## src/rtl/prau_quire_ctrl_if.sv

```systemverilog
// prau_quire_ctrl_if: operator encoding and core-side request/response bus of the quire sequencer.
package prau_quire_pkg;
  typedef enum logic [3:0] {
    QCLR   = 4'd0,
    QNEG   = 4'd1,
    QMADD  = 4'd2,
    QMSUB  = 4'd3,
    QROUND = 4'd4,
    PADD   = 4'd5,
    PMUL   = 4'd6,
    PDIV   = 4'd7
  } prau_op_e;
endpackage

interface prau_quire_ctrl_if import prau_quire_pkg::*; #(
  parameter int XLEN = 64,
  parameter int TAGW = 5
) ();
  logic            in_valid_i;
  logic            in_ready_o;
  prau_op_e        operator_i;
  logic [XLEN-1:0] operand_a_i;
  logic [XLEN-1:0] operand_b_i;
  logic [TAGW-1:0] tag_i;
  logic            out_valid_o;
  logic            out_ready_i;
  logic [XLEN-1:0] result_o;
  logic [TAGW-1:0] tag_o;
  modport slave (
    input  in_valid_i, operator_i, operand_a_i, operand_b_i, tag_i, out_ready_i,
    output in_ready_o, out_valid_o, result_o, tag_o
  );
  modport master (
    output in_valid_i, operator_i, operand_a_i, operand_b_i, tag_i, out_ready_i,
    input  in_ready_o, out_valid_o, result_o, tag_o
  );
endinterface

```

## src/rtl/prau_quire_ctrl.sv

```systemverilog
// prau_quire_ctrl: issues one quire op at a time, holds it for the pipeline latency, returns the result.
module prau_quire_ctrl import prau_quire_pkg::*; #(
  parameter int XLEN          = 64,
  parameter int TAGW          = 5,
  parameter int MAC_LATENCY   = 4,
  parameter int ROUND_LATENCY = 2
) (
  input  logic                 clk_i,
  input  logic                 rst_ni,
  prau_quire_ctrl_if.slave     core,
  output logic                 busy_o,
  output prau_op_e             q_operator_o,
  output logic [XLEN-1:0]      q_operand_a_o,
  output logic [XLEN-1:0]      q_operand_b_o,
  output logic                 q_input_hs_o,
  output logic                 q_out_valid_o,
  input  logic [XLEN-1:0]      q_result_i
);
  localparam int MAXL = MAC_LATENCY > ROUND_LATENCY ? MAC_LATENCY : ROUND_LATENCY;
  localparam int CW = $clog2(MAXL + 1);
  localparam logic [1:0] IDLE = 2'd0, BUSY = 2'd1, DONE = 2'd2;
  logic [1:0] state_q, state_d;
  logic [CW-1:0] cnt_q, cnt_d, lat;
  prau_op_e op_q, op_d;
  logic [XLEN-1:0] a_q, a_d, b_q, b_d, res_q, res_d;
  logic [TAGW-1:0] tag_q, tag_d;
  logic hs_q, hs_d, nq_q, nq_d, acc, last, quire_op, in_ready;
  always_comb begin
    quire_op = core.operator_i inside {QCLR, QNEG, QMADD, QMSUB, QROUND};
    lat      = (core.operator_i == QMADD || core.operator_i == QMSUB) ? CW'(MAC_LATENCY) :
               core.operator_i == QROUND ? CW'(ROUND_LATENCY) : CW'(1);
    in_ready = state_q == IDLE || (state_q == DONE && core.out_ready_i);
    acc      = core.in_valid_i && in_ready;
    last     = state_q == BUSY && cnt_q == '0;
    state_d  = acc ? BUSY : last ? DONE : (state_q == DONE && core.out_ready_i) ? IDLE : state_q;
    cnt_d    = acc ? lat - CW'(1) : (state_q == BUSY && !last) ? cnt_q - CW'(1) : cnt_q;
    // non-quire ops masquerade as QROUND so the quire only ever sees a read
    op_d     = acc ? (quire_op ? core.operator_i : QROUND) : op_q;
    a_d      = acc ? core.operand_a_i : a_q;
    b_d      = acc ? core.operand_b_i : b_q;
    tag_d    = acc ? core.tag_i : tag_q;
    nq_d     = acc ? !quire_op : nq_q;
    hs_d     = acc && quire_op;
    res_d    = last ? ((op_q == QROUND && !nq_q) ? q_result_i : '0) : res_q;
  end
  always_ff @(posedge clk_i or negedge rst_ni) begin
    if (!rst_ni) begin
      state_q <= IDLE;
      cnt_q   <= '0;
      op_q    <= QCLR;
      a_q     <= '0;
      b_q     <= '0;
      tag_q   <= '0;
      res_q   <= '0;
      hs_q    <= 1'b0;
      nq_q    <= 1'b0;
    end else begin
      state_q <= state_d;
      cnt_q   <= cnt_d;
      op_q    <= op_d;
      a_q     <= a_d;
      b_q     <= b_d;
      tag_q   <= tag_d;
      res_q   <= res_d;
      hs_q    <= hs_d;
      nq_q    <= nq_d;
    end
  end
  assign core.in_ready_o  = in_ready;
  assign core.out_valid_o = state_q == DONE;
  assign core.result_o    = res_q;
  assign core.tag_o       = tag_q;
  assign busy_o           = state_q != IDLE;
  assign q_operator_o     = op_q;
  assign q_operand_a_o    = a_q;
  assign q_operand_b_o    = b_q;
  assign q_input_hs_o     = hs_q;
  assign q_out_valid_o    = last && (op_q == QMADD || op_q == QMSUB);
  a_hs_pulse: assert property (@(posedge clk_i) disable iff (!rst_ni) q_input_hs_o |=> !q_input_hs_o);
  a_ov_mac: assert property (@(posedge clk_i) disable iff (!rst_ni)
    q_out_valid_o |-> (q_operator_o == QMADD || q_operator_o == QMSUB));
  a_resp_hold: assert property (@(posedge clk_i) disable iff (!rst_ni)
    core.out_valid_o && !core.out_ready_i |=> core.out_valid_o && $stable(core.result_o) && $stable(core.tag_o));
endmodule

```

## src/flat_wrapper.sv

```systemverilog
// flat-port wrapper written by rule: the top's interface ports become plain ports
module prau_quire_ctrl_flat import prau_quire_pkg::*;
#(
  parameter int XLEN          = 64,
  parameter int TAGW          = 5,
  parameter int MAC_LATENCY   = 4,
  parameter int ROUND_LATENCY = 2
)
  (clk_i, rst_ni, busy_o, q_operator_o, q_operand_a_o, q_operand_b_o, q_input_hs_o, q_out_valid_o, q_result_i, core_in_valid_i, core_operator_i, core_operand_a_i, core_operand_b_i, core_tag_i, core_out_ready_i, core_in_ready_o, core_out_valid_o, core_result_o, core_tag_o);
  prau_quire_ctrl_if #(.XLEN(XLEN), .TAGW(TAGW)) core_i ();
  input  logic clk_i;
  input  logic rst_ni;
  output logic busy_o;
  output prau_op_e q_operator_o;
  output logic [XLEN-1:0] q_operand_a_o;
  output logic [XLEN-1:0] q_operand_b_o;
  output logic q_input_hs_o;
  output logic q_out_valid_o;
  input  logic [XLEN-1:0] q_result_i;
  input wire logic [$bits(core_i.in_valid_i)-1:0] core_in_valid_i;
  input wire logic [$bits(core_i.operator_i)-1:0] core_operator_i;
  input wire logic [$bits(core_i.operand_a_i)-1:0] core_operand_a_i;
  input wire logic [$bits(core_i.operand_b_i)-1:0] core_operand_b_i;
  input wire logic [$bits(core_i.tag_i)-1:0] core_tag_i;
  input wire logic [$bits(core_i.out_ready_i)-1:0] core_out_ready_i;
  output wire logic [$bits(core_i.in_ready_o)-1:0] core_in_ready_o;
  output wire logic [$bits(core_i.out_valid_o)-1:0] core_out_valid_o;
  output wire logic [$bits(core_i.result_o)-1:0] core_result_o;
  output wire logic [$bits(core_i.tag_o)-1:0] core_tag_o;
  assign core_i.in_valid_i = core_in_valid_i;
  assign core_i.operator_i = core_operator_i;
  assign core_i.operand_a_i = core_operand_a_i;
  assign core_i.operand_b_i = core_operand_b_i;
  assign core_i.tag_i = core_tag_i;
  assign core_i.out_ready_i = core_out_ready_i;
  assign core_in_ready_o = core_i.in_ready_o;
  assign core_out_valid_o = core_i.out_valid_o;
  assign core_result_o = core_i.result_o;
  assign core_tag_o = core_i.tag_o;
  prau_quire_ctrl #(.XLEN(XLEN), .TAGW(TAGW), .MAC_LATENCY(MAC_LATENCY), .ROUND_LATENCY(ROUND_LATENCY)) u_core (.clk_i(clk_i), .rst_ni(rst_ni), .core(core_i), .busy_o(busy_o), .q_operator_o(q_operator_o), .q_operand_a_o(q_operand_a_o), .q_operand_b_o(q_operand_b_o), .q_input_hs_o(q_input_hs_o), .q_out_valid_o(q_out_valid_o), .q_result_i(q_result_i));
endmodule
```

## config.mk

```make
export PLATFORM = sky130hd
export DESIGN_NAME = prau_quire_ctrl_flat
export DESIGN_NICKNAME = d
export VERILOG_FILES = /design/src/rtl/prau_quire_ctrl_if.sv /design/src/rtl/prau_quire_ctrl.sv /design/src/flat_wrapper.sv
export SDC_FILE = /design/constraint.sdc
export NUM_CORES = 1
export LEC_CHECK = 0
export BUFFER_PORTS_ARGS = -buffer_cell sky130_fd_sc_hd__buf_2
export CORE_AREA = 2 2 158 160
export DETAILED_ROUTE_END_ITERATION = 16
export DIE_AREA = 0 0 160 162
export SYNTH_ARGS = -nofsm -noshare
export SYNTH_HDL_FRONTEND = slang
export SYNTH_SLANG_ARGS = --single-unit
export TNS_END_PERCENT = 20
```

## constraint.sdc

```tcl
create_clock -name clk_i -period 2 [get_ports clk_i]
set_clock_uncertainty 0.05 [all_clocks]
set_input_delay 0.2 -clock clk_i [delete_from_list [all_inputs] [get_ports clk_i]]
set_output_delay 0.2 -clock clk_i [all_outputs]
set_load 0.05 [all_outputs]
```

==> results.txt, run 1 <==
status -> finished, final reports clean
Routed WL -> 24800 um
Bufs and invs on worst path -> 2
sequential area share after synthesis -> 64.75%
Inserted Diodes -> 0
Die Wd -> 160 um
EDFF count, synth -> 0
combinational share of power -> 55.0%
GP Congestion -> 0.7804
top post-synthesis cells by area -> dfrtp_1, mux2_2, mux2_4
Synth Net Count -> 692
Post-synth ARST share -> 100.0%
Period Utilization, post-route -> 96.44%
Cell Chain, Critical Path -> buf_6, nor3b_4, nand2_2, nor4b_4, buf_6
IO buf count -> 410
Post-DP Area -> 0.01048 mm2
CP arrival -> 1680 ps
CP Capture Type -> output port
clock slew at reported path FFs -> 60 ps
post-synth top area share -> 64.75%
starting density of the core -> 33.35%
maximum vdd drop -> 1.025 mV
post-synth top area cell -> dfrtp_1
worst hold path class -> in2reg
switching share of total power -> 49.52%
dpl hpwl -> 15430 um
Slowest-stage cell, CP -> dfrtp_1
DRT Pass-1 Iters -> 4
largest net degree at the start of global routing -> 84
synth warn -> 0
part of the power in registers -> 29.0%
via count -> 6540
Top cell by count, worst path -> buf_6
max-slew violations -> 0
Overflow after GRT -> 0
top-count cell post-synth -> dfrtp_1
synthesized cell area -> 0.008039 mm2
Num CTS Buffers -> 23
GRT Total Usage -> 18.62%
Rel. slew slack -> 66.54%
area grow syn2layout -> 65.37%
max cap viols -> 0
syn_area_per_cell -> 16.54 um2
core area -> 0.02411 mm2
num rows -> 57
first-pass GRT wire length -> 38720 um
Min Hold Slack -> 37.64 ps
fin nets -> 1315
H-tree depth -> 1
Internal Pwr Total -> 0.01299 W
synth cell count leaders -> dfrtp_1, mux2_2, a22o_1
crit path launch -> u_core.state_q[0]$_DFFE_PN0P_
flop2flop setup slack -> 140 ps
die height -> 162 um
Max Fclk -> 518.4 MHz
DRC -> 0
Via density -> 4.513
slew at the pin closest to its max-slew limit -> 501.9 ps
NetSw -> 0.01274 W
Cells after Synth -> 486
non-filler cells in the finished layout -> 1449
fillers -> 1991
iteration-0 DRC count of the detailed router -> 393
area of the multi-input gates -> 0.002641 mm2
cell family contributing the most delay on the critical path -> simple AND/OR/NAND/NOR gates
Critical Path RT -> 1750 ps
RSZ-0062 raised after global routing -> true
die area -> 0.02592 mm2
count of cell types in the netlist -> 31
Yosys reg bits -> 208
FF+latch area -> 0.005207 mm2
Root Buffer -> clkbuf_16
wire length per cell -> 17.12 um
final-report setup violation count -> 0
WP depth -> 5
highest net fanout along the worst path -> 2
Hold Fails Final Rpt -> 0
main flop type after synthesis -> dfrtp_1
crit path kind -> reg2out
CTS tree -> done
layout cells sized above 1 -> 54.40%
total I/O pin count -> 411
delay of the slowest critical-path stage -> 360 ps
worst setup path endpoint -> q_out_valid_o
LEAKAGE -> 6.861 nW
Tmin final -> 1929 ps
Final ANT Viol Nets -> 0
Placed Cells -> 1202
# clock sinks -> 208
CTS Buffer Depth -> 3
Clock Power Share -> 16.0%
Core Util, Final -> 55.15%
r2r endpoint -> u_core.cnt_q[2]$_DFFE_PN0P_
CP startpoint kind -> flop
vias in the first global route -> 7021
reg2reg path depth -> 7
Worst R2R Start -> u_core.state_q[1]$_DFFE_PN0P_
Power Dens Cells -> 1936 mW/mm2
Finished Cell Area -> 0.01329 mm2
Clk Latency, worst-skew pair -> 510 ps
initial antenna violation count -> 0
[layer usage]
layer,part of all wire [%],routed length (um),vias to the layer above,global-route usage (%)
li1,-,-,3008,-
met2,50,12490,293,33.14
met5,0,0,-,0
met3,7.9,1968,52,5.056
met1,39,9595,3187,21.79
met4,3.0,744,0,6.388
[power by group through the flow]
| stage | registers (W) | logic, W | clock network [W] |
|---|---|---|---|
| after floorplan | 0.0146 | 0.00339 | 0 |
| after global placement | 0.00736 | 0.0137 | 0 |
| after detailed placement | 0.00739 | 0.0138 | 0 |
| after CTS | 0.00740 | 0.0142 | 0.00424 |
| after global routing | 0.00772 | 0.0147 | 0.00443 |
| final | 0.00746 | 0.0142 | 0.00412 |
[worst register-to-register path, cell delays in order, from the launching register on]
cell      delay (ps)
dfrtp_2          440
nor2b_4          140
or3_4            380
mux2i_1          180
ha_2             210
nand3b_1          90
mux2i_1          150
mux2i_1           80
[timing repair]
action                                  in CTS  in global routing
resized for setup                            7                  0
endpoints found under the setup margin       1                  1
setup buffers                                4                  0
hold buffers                               203                  0
hold endpoints to repair                   250                  0
pin swaps                                    3                  1
[worst min path at each step]
stage	start	end	slack [ps]	depth (start not counted)
after floorplan	rst_ni	u_core.cnt_q[0]$_DFFE_PN0P_	-150	0
after global placement	rst_ni	u_core.q_operand_a_o[28]$_DFFE_PN0N_	140	1
after detailed placement	rst_ni	u_core.q_operand_a_o[24]$_DFFE_PN0N_	140	1
after CTS	core_operator_i[0]	u_core.q_operator_o[0]$_DFFE_PN0N_	20	4
after global routing	core_operator_i[0]	u_core.q_operator_o[0]$_DFFE_PN0N_	60	4
final	core_operator_i[0]	u_core.q_operator_o[0]$_DFFE_PN0N_	40	4
[metrics by stage]
stage,worst slack [ps],TNS (ps),total power (W)
detailed placement,204.5,0,0.02119
CTS,-24.09,-24.09,0.02581
global route,-32.70,-32.70,0.02686
global placement,202.3,0,0.02106
floorplan,-85.21,-96.62,0.01796
finish,71.12,0,0.02574
[cell type report]
| cell class | count | area share (%) |
|---|---|---|
| sequential | 208 | 39.17 |
| timing repair buffer | 629 | 32.24 |
| multi-input combinational | 242 | 19.87 |
| clock buffer | 32 | 4.960 |
| tap | 324 | 3.049 |
| clock inverter | 9 | 0.5741 |
| inverter | 5 | 0.1412 |
[kinds of logic (layout without fill, tap and decap cells)]
family          Yosys count  after routing  share of synthesized area, %
fa+ha+maj                 1              1                        0.1556
simple gates             24             24                         1.930
buf+inv                  36            675                         2.864
flops                   208            208                         64.75
compound gates           73             73                         7.845
xor+xnor                  1              1                        0.1090
mux                     143            143                         22.35
[cell usage in the layout (no fill, tap or decap), types with 6 or more instances in the layout]
master	synthesis	layout
clkinv_2	0	6
dfrtp_1	208	206
mux2_2	84	84
buf_2	19	408
mux2_4	52	52
buf_4	0	10
mux2i_1	7	7
a22o_1	65	65
clkbuf_16	0	23
dlygate4sd3_1	0	203
clkbuf_8	0	6
[sequential cells by signal, summed over array words and instances (netlist names)]
name / count
u_core.q_operand_a_o: 64
u_core.q_input_hs_o: 1
u_core.core.tag_o: 5
u_core.cnt_q: 3
u_core.core.result_o: 64
u_core.nq_q: 1
u_core.q_operand_b_o: 64
u_core.q_operator_o: 4
u_core.state_q: 2
Power figures use the tool's default switching activity.
==> run 2: changes to the inputs <==
--- a/config.mk
+++ b/config.mk
@@ -5,10 +5,12 @@
 export SDC_FILE = /design/constraint.sdc
 export NUM_CORES = 1
 export LEC_CHECK = 0
+export ABC_AREA = 1
 export BUFFER_PORTS_ARGS = -buffer_cell sky130_fd_sc_hd__buf_2
-export CORE_AREA = 2 2 158 160
+export CORE_MARGIN = 8
+export CORE_UTILIZATION = 40
 export DETAILED_ROUTE_END_ITERATION = 16
-export DIE_AREA = 0 0 160 162
+export PLACE_DENSITY = 0.74
 export SYNTH_ARGS = -nofsm -noshare
 export SYNTH_HDL_FRONTEND = slang
 export SYNTH_SLANG_ARGS = --single-unit
==> run 2 against run 1 <==
Wire length up 25%. Fmax down 1.6%. Via count up 31%. Worst hold slack worse by 5.5 ps. Die area down 0.90%. Cell area up 1.8%. Register-to-register slack better by 60 ps. Highest routed layer unchanged.
==> results.txt, run 2 <==
status -> finished, final reports clean (unchanged)
Post-DP Area -> 0.01068 mm2 (was 0.01048 mm2)
Post-synth ARST share -> 100.0% (unchanged)
vias in the first global route -> 9234 (was 7021)
Overflow after GRT -> 0 (unchanged)
max cap viols -> 0 (unchanged)
dpl hpwl -> 19370 um (was 15430 um)
Finished Cell Area -> 0.01353 mm2 (was 0.01329 mm2)
RSZ-0062 raised after global routing -> true (unchanged)
Num CTS Buffers -> 23 (unchanged)
maximum vdd drop -> 0.5905 mV (was 1.025 mV)
Clk Latency, worst-skew pair -> 500 ps (was 510 ps)
count of cell types in the netlist -> 22 (was 31)
Die Wd -> 160.3 um (was 160 um)
crit path kind -> reg2out (unchanged)
Rel. slew slack -> 53.91% (was 66.54%)
Synth Net Count -> 1114 (was 692)
clock slew at reported path FFs -> 70 ps (was 60 ps)
top-count cell post-synth -> nand2_1 (was dfrtp_1)
initial antenna violation count -> 6 (was 0)
power consumption -> 0.01052 W (was 0.02574 W)
IO buf count -> 410 (unchanged)
CTS Buffer Depth -> 3 (unchanged)
CP arrival -> 1710 ps (was 1680 ps)
Root Buffer -> clkbuf_16 (unchanged)
H-tree depth -> 1 (unchanged)
DRT Pass-1 Iters -> 4 (unchanged)
Critical Path RT -> 1750 ps (about the same)
DRC -> 0 (unchanged)
wire length per cell -> 17.12 um (about the same)
via count -> 8552 (was 6540)
Hold Fails Final Rpt -> 0 (unchanged)
Period Utilization, post-route -> 98.02% (was 96.44%)
final-report setup violation count -> 0 (unchanged)
Cells after Synth -> 908 (was 486)
most frequent cells in the layout -> nand2_1, buf_2, dfrtp_1 (was buf_2, dfrtp_1, dlygate4sd3_1)
sequential area share after synthesis -> 62.52% (was 64.75%)
largest net degree at the start of global routing -> 91 (was 84)
highest net fanout along the worst path -> 4 (was 2)
Routed WL -> 30920 um (was 24800 um)
layout cells sized above 1 -> 35.29% (was 54.40%)
num rows -> 52 (was 57)
GRT Total Usage -> 23.35% (was 18.62%)
Tmin final -> 1960 ps (was 1929 ps)
CTS tree -> done (unchanged)
Power Dens Cells -> 778.0 mW/mm2 (was 1936 mW/mm2)
core area -> 0.02036 mm2 (was 0.02411 mm2)
CP startpoint kind -> flop (unchanged)
LEAKAGE -> 7.570 nW (was 6.861 nW)
Final TNS setup -> 0 ps (unchanged)
worst hold path class -> in2reg (unchanged)
synthesized cell area -> 0.008325 mm2 (was 0.008039 mm2)
Max Fclk -> 510.1 MHz (was 518.4 MHz)
non-filler cells in the finished layout -> 1806 (was 1449)
die height -> 160.3 um (was 162 um)
syn_area_per_cell -> 9.169 um2 (was 16.54 um2)
max-slew violations -> 0 (unchanged)
iteration-0 DRC count of the detailed router -> 600 (was 393)
top post-synthesis cells by area -> dfrtp_1, nand2_1, o21ai_2 (was dfrtp_1, mux2_2, mux2_4)
main flop type after synthesis -> dfrtp_1 (unchanged)
die area -> 0.02569 mm2 (was 0.02592 mm2)
slew at the pin closest to its max-slew limit -> 691.4 ps (was 501.9 ps)
post-synth top area cell -> dfrtp_1 (unchanged)
Placed Cells -> 1560 (was 1202)
synth warn -> 0 (unchanged)
synth cell count leaders -> nand2_1, dfrtp_1, inv_1 (was dfrtp_1, mux2_2, a22o_1)
CP Capture Type -> output port (unchanged)
fin nets -> 1720 (was 1315)
GP Congestion -> 0.8371 (was 0.7804)
Yosys reg bits -> 208 (unchanged)
post-synth top area share -> 62.52% (was 64.75%)
# clock sinks -> 208 (unchanged)
starting density of the core -> 40.88% (was 33.35%)
Via density -> 4.735 (was 4.513)
Final ANT Viol Nets -> 0 (unchanged)
first-pass GRT wire length -> 48970 um (was 38720 um)
total I/O pin count -> 411 (unchanged)
EDFF count, synth -> 0 (unchanged)
commonest non-fill, non-tap cell in the layout -> nand2_1 (was buf_2)
area grow syn2layout -> 62.47% (was 65.37%)
## run 2: through the flow
stage / utilization (%) / hold WS (ps) / worst slack [ps]
after floorplan: - / -145.6 / -61.61
after global placement: 52.46 / 142.2 / 336.2
after detailed placement: 52.46 / 147.2 / 215.3
after CTS: 66.34 / 8.601 / -21.48
after global routing: 66.42 / 43.09 / -66.90
final: 66.42 / 32.15 / 39.52
## run 2: timing repair
item                                    in CTS  in global routing
endpoints found under the setup margin       1                  1
hold buffers                               199                  0
resized for setup                            4                  2
hold endpoints to repair                   281                  0
buffers inserted                             0                  0
## run 2: area by class of cell
cell class	count	area, um2
timing repair buffer	624	4268
inverter	80	302.8
multi-input combinational	577	2580
sequential	208	5207
antenna	6	15.01
fill	1449	6838
tap	270	337.8
clock buffer	27	610.6
clock inverter	14	205.2
## run 2: cells by family (layout without fill, tap and decap cells)
group	after synthesis	count (layout)	share of synthesized area, %
flops	208	208	62.52
compound gates	75	75	7.259
simple gates	501	501	23.13
other cells	0	6	0
buf+inv	123	745	6.943
fa+ha+maj	1	1	0.1503
## run 2: path summary, 6_finish.rpt
| kind | startpoint | endpoint | slack [ps] | depth (start not counted) |
|---|---|---|---|---|
| max | u_core.state_q[0]$_DFFE_PN0P_ | q_out_valid_o | 40 | 7 |
| min | core_in_valid_i | u_core.state_q[0]$_DFFE_PN0P_ | 30 | 3 |
| max reg2reg | u_core.state_q[1]$_DFFE_PN0P_ | u_core.q_operand_a_o[0]$_DFFE_PN0N_ | 200 | 6 |
| min reg2reg | u_core.q_operand_a_o[32]$_DFFE_PN0N_ | u_core.q_operand_a_o[32]$_DFFE_PN0N_ | 420 | 2 |
| max in group asynchronous | rst_ni | u_core.q_operand_a_o[47]$_DFFE_PN0N_ | 1100 | 3 |
| min in group asynchronous | rst_ni | u_core.q_operand_b_o[40]$_DFFE_PN0N_ | 200 | 2 |
## run 2: where the power goes
part           switching [W]  total, W  internal [W]
clock network        0.00170   0.00453       0.00284
registers          0.0000875   0.00444       0.00436
logic               0.000954   0.00155      0.000593
total                0.00274    0.0105       0.00778
## run 2: layer usage
| metal | share of wire [%] | track usage, % | up-vias | routed length (um) |
|---|---|---|---|---|
| met1 | 36 | 24.98 | 4043 | 11120 |
| met5 | 0 | 0 | - | 0 |
| met3 | 6.7 | 5.938 | 142 | 2060 |
| met2 | 51 | 40.54 | 421 | 15770 |
| met4 | 6.3 | 14.95 | 0 | 1960 |
| li1 | - | - | 3946 | - |
## run 2: critical path, stage by stage (launching register included)
cell and delay, ps:
dfrtp_2 410, inv_2 70, nor2_4 100, inv_2 60, nor2_4 120, inv_2 60, nor4_4 200, buf_12 180
